`src/rtl/pipeline_hazard_ctrl.sv`:
```
// pipeline_hazard_ctrl: stall/flush sequencing for load-use, ID branches/jumps and memory waits with timeout.
// Define PIPE_CTRL_PERF_EN to add saturating stall/flush performance counters.
module pipeline_hazard_ctrl #(
  parameter int REG_ADDR_W = 5,
  parameter int TMO_W      = 8,
  parameter int TMO_LIMIT  = 255
) (
  input  logic                  clk,
  input  logic                  rst_n,
  input  logic [REG_ADDR_W-1:0] id_rs,
  input  logic [REG_ADDR_W-1:0] id_rt,
  input  logic                  id_use_rs,
  input  logic                  id_use_rt,
  input  logic [REG_ADDR_W-1:0] ex_rt,
  input  logic                  ex_is_load,
  input  logic                  id_br_taken,
  input  logic                  id_jump,
  input  logic                  mem_req,
  input  logic                  mem_ack,
  output logic                  pc_stall,
  output logic                  ifid_stall,
  output logic                  ifid_flush,
  output logic                  idex_flush,
  output logic                  exmem_stall,
  output logic                  memwb_bubble,
`ifdef PIPE_CTRL_PERF_EN
  output logic [31:0]           stall_cnt,
  output logic [31:0]           flush_cnt,
`endif
  output logic                  mem_timeout
);
  typedef enum logic [1:0] {RUN, MEM_WAIT, TMO} state_t;
  state_t           state, state_nx;
  logic [TMO_W-1:0] wait_cnt, wait_cnt_nx;
  logic             alive, mem_wait, load_use, redirect;
  assign mem_wait = alive & mem_req & ~mem_ack & (state != TMO);
  assign load_use = alive & ex_is_load & (ex_rt != '0) &
                    ((id_use_rs & (ex_rt == id_rs)) | (id_use_rt & (ex_rt == id_rt)));
  assign redirect = alive & (id_br_taken | id_jump);
  always_comb begin
    pc_stall     = mem_wait | load_use;
    ifid_stall   = mem_wait | load_use;
    exmem_stall  = mem_wait;
    memwb_bubble = mem_wait;
    idex_flush   = ~mem_wait & load_use;
    ifid_flush   = ~mem_wait & ~load_use & redirect;
  end
  // Limit compare precedes the increment, so the counter never wraps.
  always_comb begin
    state_nx    = state;
    wait_cnt_nx = wait_cnt;
    if (state == RUN) begin
      state_nx    = mem_wait ? MEM_WAIT : RUN;
      wait_cnt_nx = mem_wait ? TMO_W'(1) : wait_cnt;
    end else if (state == MEM_WAIT) begin
      state_nx    = (mem_ack | ~mem_req) ? RUN : (wait_cnt == TMO_W'(TMO_LIMIT)) ? TMO : MEM_WAIT;
      wait_cnt_nx = (mem_ack | ~mem_req) ? '0 : (wait_cnt == TMO_W'(TMO_LIMIT)) ? wait_cnt : wait_cnt + 1'b1;
    end else begin
      state_nx    = RUN;
      wait_cnt_nx = '0;
    end
  end
  always_ff @(posedge clk or negedge rst_n) begin
    if (!rst_n) begin
      state       <= RUN;
      wait_cnt    <= '0;
      alive       <= 1'b0;
      mem_timeout <= 1'b0;
    end else begin
      state       <= state_nx;
      wait_cnt    <= wait_cnt_nx;
      alive       <= 1'b1;
      mem_timeout <= mem_timeout | (state == TMO);
    end
  end
`ifdef PIPE_CTRL_PERF_EN
  always_ff @(posedge clk or negedge rst_n) begin
    if (!rst_n) begin
      stall_cnt <= '0;
      flush_cnt <= '0;
    end else begin
      if (pc_stall && stall_cnt != '1) stall_cnt <= stall_cnt + 1'b1;
      if ((ifid_flush || idex_flush) && flush_cnt != '1) flush_cnt <= flush_cnt + 1'b1;
    end
  end
`endif
endmodule

```
`config.mk`:
```
export PLATFORM = sky130hd
export DESIGN_NAME = pipeline_hazard_ctrl
export DESIGN_NICKNAME = d
export VERILOG_FILES = /design/src/rtl/pipeline_hazard_ctrl.sv
export SDC_FILE = /design/constraint.sdc
export NUM_CORES = 1
export LEC_CHECK = 0
export ABC_CLOCK_PERIOD_IN_PS = 1590
export CAP_MARGIN = 40
export CORE_MARGIN = 3
export CORE_UTILIZATION = 39
export DETAILED_ROUTE_END_ITERATION = 8
export HOLD_SLACK_MARGIN = 0.06
export PLACE_DENSITY = 0.71
export SLEW_MARGIN = 40
export SYNTH_ARGS = -nofsm -noshare
export SYNTH_HDL_FRONTEND = slang
export SYNTH_SLANG_ARGS = --single-unit
```
`constraint.sdc`:
```
create_clock -name clk -period 1.59 [get_ports clk]
set_input_delay 0.318 -clock clk [delete_from_list [all_inputs] [get_ports clk]]
set_output_delay 0.318 -clock clk [all_outputs]
set_load 0.02 [all_outputs]
```
==> results by group <==
GRT
  – Vias in the first global route: 964
  – Antenna violations before repair: 0
  – Largest net degree at the start of global routing: 13
  – Grt peak-use layer: met2
  – Met2 usage: 36.2%
  – Met1 usage: 23.9%
  – Total track usage: 20.2%
  – M3 GR Usage: 6.02%
  – First-pass GRT wire length: about 4 mm
  – Grt total ovfl: 0

Worst hold path
  – Hold Crit Class: primary input to asynchronous set/reset pin

Worst setup path
  – Worst R2R End: state[0]$_DFF_PN0_
  – CP arrival: 1.58 ns
  – CP Data Required Time: 1.27 ns
  – Critical-path maximum fanout: 3
  – R2r setup slk: -0.06 ns
  – Critical path's largest stage delay: 0.53 ns
  – RR Startpoint: wait_cnt[0]$_DFFE_PN0P_
  – Critical path class: primary input to output port
  – CP Launch Type: primary input
  – Setup crit end kind: output port
  – Worst path cell trace: buf_8, or4_4, o211ai_1, buf_4, o21bai_4, buf_6
  – Worst Reg2Reg Path Length in Cells: 5
  – Critical Path Slowest Stage Cell: or4_4

Layout
  – Layout cells sized above 1: 45.0%
  – Final net count: 175
  – N_diodes: 0
  – Commonest non-fill, non-tap cells in the layout: 27 x buf_4, 12 x dfrtp_1, 9 x buf_6
  – Most common cell after layout, fill and taps aside: buf_4
  – Area Growth Syn to Fin: 75.4%
  – Fillers: ~130
  – Util after Layout: 73.0%

Timing
  – Fmax: about 530 MHz
  – Final period util: 119%
  – Worst slew margin: a little under three fifths
  – Setup Viol. Count Final: 6
  – Max Clock Skew: about 0.013 ns
  – Final slew viol count: 0
  – Slew @ Worst Pin: 0.636 ns
  – Worst Slack Setup Final: -0.307 ns
  – Min Tclk post-route: 1.90 ns
  – Hold Vio Cnt, Final: 0
  – Final setup TNS: -1.29 ns
  – RSZ-0062 raised after global routing: true

Power
  – Worst VDD drop: between 400 and 500 uV
  – Sequential fraction of design power: 39.8%
  – Internal power: slightly below 0.0006 W
  – Sw Share: 27.8%
  – Combinational share of power: 29.3%
  – Pwr Density: between 500 and 600 nW/um^2
  – Leak: ~0.63 nW
  – Clock share of power: 30.8%
  – NetSw: 0.000225 W

Logic synthesis
  – Yosys cell types: 38
  – Average size of a mapped cell: around 9.3 um^2
  – Syn_nets: 114
  – Post-synthesis register bit count: 12
  – Ys async rst share: 100%
  – Mapped Cells: slightly below 90
  – Synth Cell Area: 825 um^2
  – Most used DFF post-synth: dfrtp_1
  – Post-synth EDFFs: 0
  – YS warnings: 0
  – Sequential area share after synthesis: 36.4%

Floorplan
  – Die ar.: 2700 um^2
  – DIE HEIGHT: between 50 and 60 um
  – Core area: about 2000 um^2
  – Die Span X: 52.0 um
  – Io pins: 31
  – Initial core utilization: 41.6%
  – Cell row count: 16

Placement
  – Port buffer count: 30
  – GPL Wtd Cong: around 0.84
  – Detailed Place HPWL: 1.86 mm

Detailed routing
  – 1st-iter DRT viols: 16
  – Total number of vias: around 940
  – Wirelength per Cell: 15.2 um
  – Final ANT Viol Nets: 0
  – Routed WL: 2.68 mm
  – DR pass1 iterations: 4
  – Via-to-Cell Ratio: 5.31
  – Drc violations: 0

Outcome
  – Status: complete, but fails checks
  – Failing checks: negative setup slack

Clocking
  – Clock buffers created by TritonCTS: 3
  – Hold_buf cts: 0
  – Clock sink count: 12
  – Clk Latency, worst-skew pair: 0.29 ns
  – TritonCTS clock tree: yes
  – Clock Pin Slew Worst Setup and Hold Paths: 0.09 ns
  – H-tree Lvls: 1
  – CTS max path bufs: 2
  – CTS Root Buffer Type: clkbuf_4

Flow run
  – Max_cap viols: 0
## through the flow
stage	cell area (um^2)	hold WS (ns)	total power [W]	setup WS (ns)	std cells
finish	1450	0.327	0.000810	-0.307	176
global route	1450	0.327	0.000854	-0.340	176
CTS	1400	0.332	0.000798	-0.272	174
detailed placement	1320	0.462	0.000543	-1.09	167
global placement	1320	0.449	0.000536	-1.03	167
floorplan	832	0.0224	0.000409	-0.158	89
## layer usage
layer / share of wire (%) / wire [um]
met4: 0.93 / 25
met2: 56 / 1490
met5: 0 / 0
met3: 4.3 / 115
met1: 39 / 1050
## synthesized netlist by cell type, drive strengths merged, types with 2 or more instances
library cell	count	area [um^2]
nor2	8	30.0
o21ai	5	25.0
or3	2	12.5
buf	3	26.3
dfrtp	12	300
and2	2	13.8
nand4	2	12.5
inv	3	11.3
nand3	3	27.5
nor4	2	12.5
a21oi	8	40.0
nand2	3	11.3
xor2	8	70.1
o31ai	3	22.5
or4	3	22.5
nand2b	2	12.5
xnor2	2	17.5
## registers in the layout, indices dropped and copies added, names as in the netlist
register,flops
alive,1
wait_cnt,8
state,2
mem_timeout,1
## layout make-up
type | instances | area (um^2) | area share [%]
inverter | 3 | 11.3 | 0.779
sequential | 12 | 300 | 20.8
tap | 27 | 33.8 | 2.34
timing repair buffer | 59 | 489 | 33.8
multi-input combinational | 71 | 576 | 39.8
clock buffer | 4 | 36.3 | 2.51
## power groups by stage
stage / Sequential [W] / Clock, W / Combinational [W]
6_report: 0.000323 / 0.000250 / 0.000237
5_1_grt: 0.000324 / 0.000272 / 0.000258
4_1_cts: 0.000323 / 0.000256 / 0.000220
3_5_place_dp: 0.000329 / 0 / 0.000214
3_3_place_gp: 0.000328 / 0 / 0.000208
2_1_floorplan: 0.000333 / 0 / 0.0000764
## worst max-delay path, delay by kind of cell
family	cells	cell delay, ns
AND/OR/NAND/NOR	1	0.53
AO/OA/AOI/OAI	2	0.32
buffers and inverters	3	0.42
## what timing repair did
item | 4_1_cts | 5_1_grt
endpoints found under the setup margin | 9 | 12
pin swaps | 17 | 14
gates resized for setup | 84 | 19
cloned | 0 | 0
setup buffers | 4 | 2
## kinds of logic (layout without fill, tap and decap cells)
group	after synthesis	after routing	synth area share [%]
buffers and inverters	6	66	4.55
AO/OA/AOI/OAI	24	24	19.7
XOR/XNOR	10	10	10.6
flip-flops	12	12	36.4
adder cells (fa/ha/maj)	1	1	1.52
AND/OR/NAND/NOR	35	35	26.7
other	1	1	0.455
## worst max-delay path by stage
stage / slack, ns / cells past startpoint / endpoint / startpoint
floorplan: -0.16 / 4 / pc_stall / ex_rt[1]
global placement: -1.03 / 5 / ifid_flush / ex_rt[1]
detailed placement: -1.09 / 6 / idex_flush / ex_rt[3]
CTS: -0.27 / 8 / idex_flush / ex_rt[2]
global route: -0.34 / 6 / ifid_stall / ex_rt[1]
finish: -0.31 / 6 / pc_stall / ex_rt[1]
(Power assumes the default switching activity.)
